## src/rtl/cart_select_ctrl.sv

```systemverilog
// cart_select_ctrl: cartridge selection and load sequencer between the board
// buttons, the main_mem flash loader and the NES core.
// Compile-time option: define CART_DEBOUNCE_EN to include the button debounce
// counter; when it is undefined the synchronised buttons are used directly.
module cart_select_ctrl #(
   parameter int DEBOUNCE_W   = 16,
   parameter int CE_DIV       = 4,
   parameter int DROP_TIMEOUT = 255
) (
   input  logic       clock,
   input  logic       reset,
   input  logic [4:0] buttons,
   input  logic       load_done,
   output logic       reload,
   output logic [3:0] index,
   output logic       nes_reset,
   output logic       nes_ce,
   output logic       busy
);

   localparam int              TW        = (DROP_TIMEOUT < 1) ? 1 : $clog2(DROP_TIMEOUT + 1);
   localparam logic [3:0]      CE_LAST   = 4'(CE_DIV - 1);
   localparam logic [TW-1:0]   DROP_LAST = TW'(DROP_TIMEOUT);

   typedef enum logic [2:0] {
      WAIT_LOAD,
      RUN,
      HELD,
      RELOAD,
      WAIT_DROP
   } state_t;

   // Reject parameter values the counters cannot represent.
   if (CE_DIV < 2 || CE_DIV > 16 || DEBOUNCE_W < 1) begin : g_bad_param
      $error("cart_select_ctrl: CE_DIV must be 2..16 and DEBOUNCE_W at least 1");
   end

   logic [4:0]    sync_meta;
   logic [4:0]    sync;
   logic [4:0]    stable;
   logic [1:0]    slot;
   logic [3:0]    ce_cnt;
   logic [TW-1:0] drop_cnt;
   state_t        state;
   state_t        state_next;

   // Two-flop synchroniser; idle (released) buttons read as ones.
   // NOTE: every clocked block uses non-blocking assignments so all registers
   // sample their inputs from the same edge regardless of statement order.
   always_ff @(posedge clock) begin
      if (reset) begin
         sync_meta <= '1;
         sync      <= '1;
      end else begin
         sync_meta <= buttons;
         sync      <= sync_meta;
      end
   end

`ifdef CART_DEBOUNCE_EN
   logic [4:0]            sync_prev;
   logic [DEBOUNCE_W-1:0] db_cnt;

   // Shared debounce counter: restarts whenever the synchronised inputs move
   // and saturates; stable only follows sync after a full quiet interval.
   always_ff @(posedge clock) begin
      if (reset) begin
         sync_prev <= '1;
         db_cnt    <= '0;
         stable    <= '1;
      end else begin
         sync_prev <= sync;
         if (sync != sync_prev) begin
            db_cnt <= '0;
         end else if (db_cnt != '1) begin
            db_cnt <= db_cnt + 1'b1;
         end
         if (sync == sync_prev && db_cnt == '1) begin
            stable <= sync;
         end
      end
   end
`else
   assign stable = sync;
`endif

   // Lowest-numbered pressed slot wins when several are held together.
   always_comb begin
      if (!stable[0]) begin
         slot = 2'd0;
      end else if (!stable[1]) begin
         slot = 2'd1;
      end else if (!stable[2]) begin
         slot = 2'd2;
      end else begin
         slot = 2'd3;
      end
   end

   // State register.
   always_ff @(posedge clock) begin
      if (reset) begin
         state <= WAIT_LOAD;
      end else begin
         state <= state_next;
      end
   end

   // Next-state and Moore output decode.
   // NOTE: every output is given a default before the case so no path leaves
   // a signal unassigned, which would otherwise infer a latch.
   always_comb begin
      state_next = state;
      reload     = 1'b0;
      nes_reset  = 1'b1;
      busy       = 1'b1;
      case (state)
         WAIT_LOAD: begin
            if (load_done) state_next = RUN;
         end
         RUN: begin
            nes_reset = 1'b0;
            busy      = 1'b0;
            if (stable[3:0] != 4'b1111) state_next = HELD;
         end
         HELD: begin
            nes_reset = 1'b0;
            busy      = 1'b0;
            if (stable[3:0] == 4'b1111) state_next = RELOAD;
         end
         RELOAD: begin
            reload     = 1'b1;
            state_next = WAIT_DROP;
         end
         WAIT_DROP: begin
            if (!load_done || drop_cnt == DROP_LAST) state_next = WAIT_LOAD;
         end
         default: state_next = WAIT_LOAD;
      endcase
   end

   // Bounds the wait for main_mem to acknowledge the reload by dropping load_done.
   always_ff @(posedge clock) begin
      if (reset || state != WAIT_DROP) begin
         drop_cnt <= '0;
      end else if (drop_cnt != DROP_LAST) begin
         drop_cnt <= drop_cnt + 1'b1;
      end
   end

   // ROM index follows the held buttons only while in HELD; frozen elsewhere.
   always_ff @(posedge clock) begin
      if (reset) begin
         index <= '0;
      end else if (state == HELD && stable[3:0] != 4'b1111) begin
         index <= {1'b0, ~stable[4], slot};
      end
   end

   // Free-running NES clock-enable divider; independent of the FSM.
   always_ff @(posedge clock) begin
      if (reset) begin
         ce_cnt <= '0;
      end else if (ce_cnt == CE_LAST) begin
         ce_cnt <= '0;
      end else begin
         ce_cnt <= ce_cnt + 1'b1;
      end
   end

   assign nes_ce = (ce_cnt == CE_LAST);

endmodule

```

## config.mk

```make
export PLATFORM = sky130hd
export DESIGN_NAME = cart_select_ctrl
export DESIGN_NICKNAME = d
export VERILOG_FILES = /design/src/rtl/cart_select_ctrl.sv
export SDC_FILE = /design/constraint.sdc
export NUM_CORES = 1
export LEC_CHECK = 0
export CORE_MARGIN = 10
export CORE_UTILIZATION = 57
export CTS_BUF_LIST = sky130_fd_sc_hd__clkbuf_4 sky130_fd_sc_hd__clkbuf_8
export CTS_CLUSTER_SIZE = 28
export DETAILED_ROUTE_END_ITERATION = 12
export DONT_BUFFER_PORTS = 1
export PLACE_DENSITY = 0.77
export RECOVER_POWER = 25
export SLEW_MARGIN = 20
export SYNTH_ARGS = -nofsm -noshare
export SYNTH_HDL_FRONTEND = slang
export SYNTH_SLANG_ARGS = --single-unit
export TNS_END_PERCENT = 30
```

## constraint.sdc

```tcl
create_clock -name clock -period 1.5 [get_ports clock]
set_clock_uncertainty 0.1 [all_clocks]
set_input_delay 0.45 -clock clock [delete_from_list [all_inputs] [get_ports clock]]
set_output_delay 0.45 -clock clock [all_outputs]
set_load 0.01 [all_outputs]
```

==> flow_summary_export.csv <==
group,metric,value,unit
outcome,status,"complete, but fails checks",
outcome,failing_checks,"setup timing",
sta,final-setup-viol-count,4,
floorplan,floorplan.die.width,64.4,µm
synthesis,sequential_element_share_of_the_synthesized_area,0.499,
drt,detail_route.first_pass.iterations,4,
synthesis,synthesis.nets,123,
drt,drt-wirelength-per-cell,13.6,µm
floorplan,core_rows,16,
drt,detail-route-antenna-nets,0,
synthesis,warnings_synthesis,0,
power,total_power,1.40,mW
worst_setup_path,crit_path_end_kind,"primary output",
worst_setup_path,arrival,1180,ps
global_route,antenna_found_initial,0,
drt,vias,834,
place,gpl.final_weighted_congestion,0.769,
drt,post_drt_via_cell_ratio,5.56,
synthesis,synthesis.area,1120,µm²
clocking,htreeDepth,1,
cells_and_area,synth_to_final_area_change,16.0,%
drt,wirelength,2030,µm
synthesis,async_flop_share,0,
synthesis,synth.ff_latch_count,28,
place,port_buffers,0,
clocking,clock_tree.buffer_depth,2,
place,hpwlAfterDp,1440,µm
power,power.static_leakage,0.484,nW
clocking,clock_tree_from_tritoncts,"built",
synthesis,avgSynthCellArea,9.94,µm²
global_route,wire_length_of_the_first_global_routing_pass,3590,µm
floorplan,ioPinCount,16,
worst_setup_path,crit_type,"flip-flop to primary output",
clocking,worst_setup_hold_path_clk_slew,140,ps
global_route,via_count_of_the_first_global_routing_pass,850,
clocking,number_of_sinks_handled_by_clock_tree_synthesis,28,
clocking,cts-root-buf,"sky130_fd_sc_hd__clkbuf_4",
cells_and_area,number_of_diodes,0,
worst_setup_path,max_fanout_on_critical_path,3,
clocking,cts_inserted_buffers,3,
sta,hold_viol_final,0,
clocking,clkLatencyLatePin,320,ps
sta,grt_setup_unrepaired,"true",
synthesis,synth_top_flop_cell,"sky130_fd_sc_hd__dfxtp_1",
cells_and_area,design.final.nets,134,
floorplan,coreArea,1920,µm²
hold_path,worstHoldPathType,"input port to flip-flop",
floorplan,die_h,64.4,µm
cells_and_area,drive_gt1_frac,0.301,
drt,detailedRoute.firstIterationViolations,36,
power,worst_voltage_drop_across_the_vdd_grid,0.845,mV
global_route,grt_max_degree,21,
worst_setup_path,critPathRequiredTime,950,ps
clocking,cts_hold_buffers,0,
cells_and_area,finish.cell_count_without_fillers,150,
floorplan,floorplan.die_area,4150,µm²
sta,final_period_minus_worst_setup_slack,1730,ps
floorplan,initial_core_util,0.585,
global_route,grt.overflow.total,0,
synthesis,synth-edff-count,0,
job,max_cap_viol_count,0,
sta,setup_ws,-225,ps
power,powerDensity,1070,nW/µm²
worst_setup_path,type_of_origin_of_the_critical_path,"flip-flop",
sta,timing.final.max_slew_violations,0,
sta,post-route-period-util,1.15,
synthesis,yosysUniqueCellTypes,38,
sta,achievable-frequency,580,MHz
synthesis,synth_cells,113,
global_route,global_route.usage.total,0.103,
drt,route.detailed.drc,0,
place,place.detailed.instances,140,
what timing repair did:
action	CTS	global route
setup buffers	6	0
pin swaps	3	2
gates resized for setup	10	2
endpoints found under the setup margin	4	9
metal layers:
metal  share of wire  vias up  GRT usage
li1                -      422          -
met1            0.42      384      0.109
met2            0.49       24      0.181
met3           0.072        4     0.0331
met4           0.019        0     0.0481
met5               0        -          0
where the power goes:
part | leakage, nW | switching [mW] | internal, mW | total [mW]
sequential | 0.231 | 0.0187 | 0.774 | 0.793
clock | 0.0279 | 0.213 | 0.270 | 0.484
combinational | 0.225 | 0.0558 | 0.0687 | 0.125
synthesized netlist by cell type, drive strengths merged, types with 3 or more instances:
master / number / area (µm²)
a21oi: 10 / 50.1
buf: 5 / 38.8
dfxtp: 28 / 561
inv: 3 / 11.3
nand2: 3 / 11.3
nand2b: 3 / 21.3
nand3: 6 / 30.0
nand3b: 3 / 26.3
nand4: 3 / 18.8
nor2: 3 / 11.3
nor3: 5 / 25.0
nor3b: 5 / 48.8
or2: 10 / 62.6
worst max-delay path, stage by stage (launching register included):
cell	delay [ps]
sky130_fd_sc_hd__dfxtp_2	370
sky130_fd_sc_hd__or2b_1	250
sky130_fd_sc_hd__a21o_1	230
path summary, 6_finish.rpt:
path,start,to,slack [ps],cells past startpoint
worst max-delay path,state[1],busy,-230,2
worst min-delay path,reset,state[2],70,1
worst max register to register,state[0],index[2],10,5
worst min register to register,sync_meta[4],stable[4],330,1
per-stage QoR:
stage | TNS, ps | setup slack [ps] | hold WS (ps) | utilization | area, µm²
after floorplan | 0 | 0.624 | 289 | - | 1120
after global placement | 0 | 56.0 | 292 | 0.602 | 1160
after detailed placement | -16.4 | -16.4 | 293 | 0.602 | 1160
after CTS | -847 | -229 | 66.5 | 0.671 | 1290
after global routing | -1160 | -283 | 48.2 | 0.678 | 1300
final | -844 | -225 | 70.9 | 0.678 | 1300
logic make-up (layout without fill, tap and decap cells):
family / Yosys count / in the layout / synth area share
XOR/XNOR: 3 / 3 / 0.0234
other: 1 / 1 / 0.00334
AO/OA/AOI/OAI: 24 / 24 / 0.138
AND/OR/NAND/NOR: 47 / 47 / 0.269
adder cells (fa/ha/maj): 2 / 2 / 0.0223
buffers and inverters: 8 / 18 / 0.0445
flip-flops: 28 / 28 / 0.499
cells in the final DEF, fill, tap and decap left out, drive strengths merged, types with 3 or more instances in the layout:
| cell | n |
|---|---|
| dfxtp | 28 |
| buf | 11 |
| or2 | 10 |
| a21oi | 10 |
| nand3 | 6 |
| nor3 | 5 |
| nor3b | 5 |
| nand4 | 3 |
| nor2 | 3 |
| nand2 | 3 |
| clkbuf | 3 |
| nand3b | 3 |
| inv | 3 |
| nand2b | 3 |
state kept, by name (all words and copies together), names as in the netlist:
signal / flops
ce_cnt: 4
sync_meta: 5
state: 3
index: 3
stable: 5
drop_cnt: 8
cell type report:
class	count	area (µm²)
Clock buffer	3	22.5
Clock inverter	1	30.0
Fill cell	165	618
Inverter	3	11.3
Multi-Input combinational cell	77	552
Sequential cell	28	568
Tap cell	27	33.8
Timing Repair Buffer	11	86.3
Power figures use the tool's default switching activity.
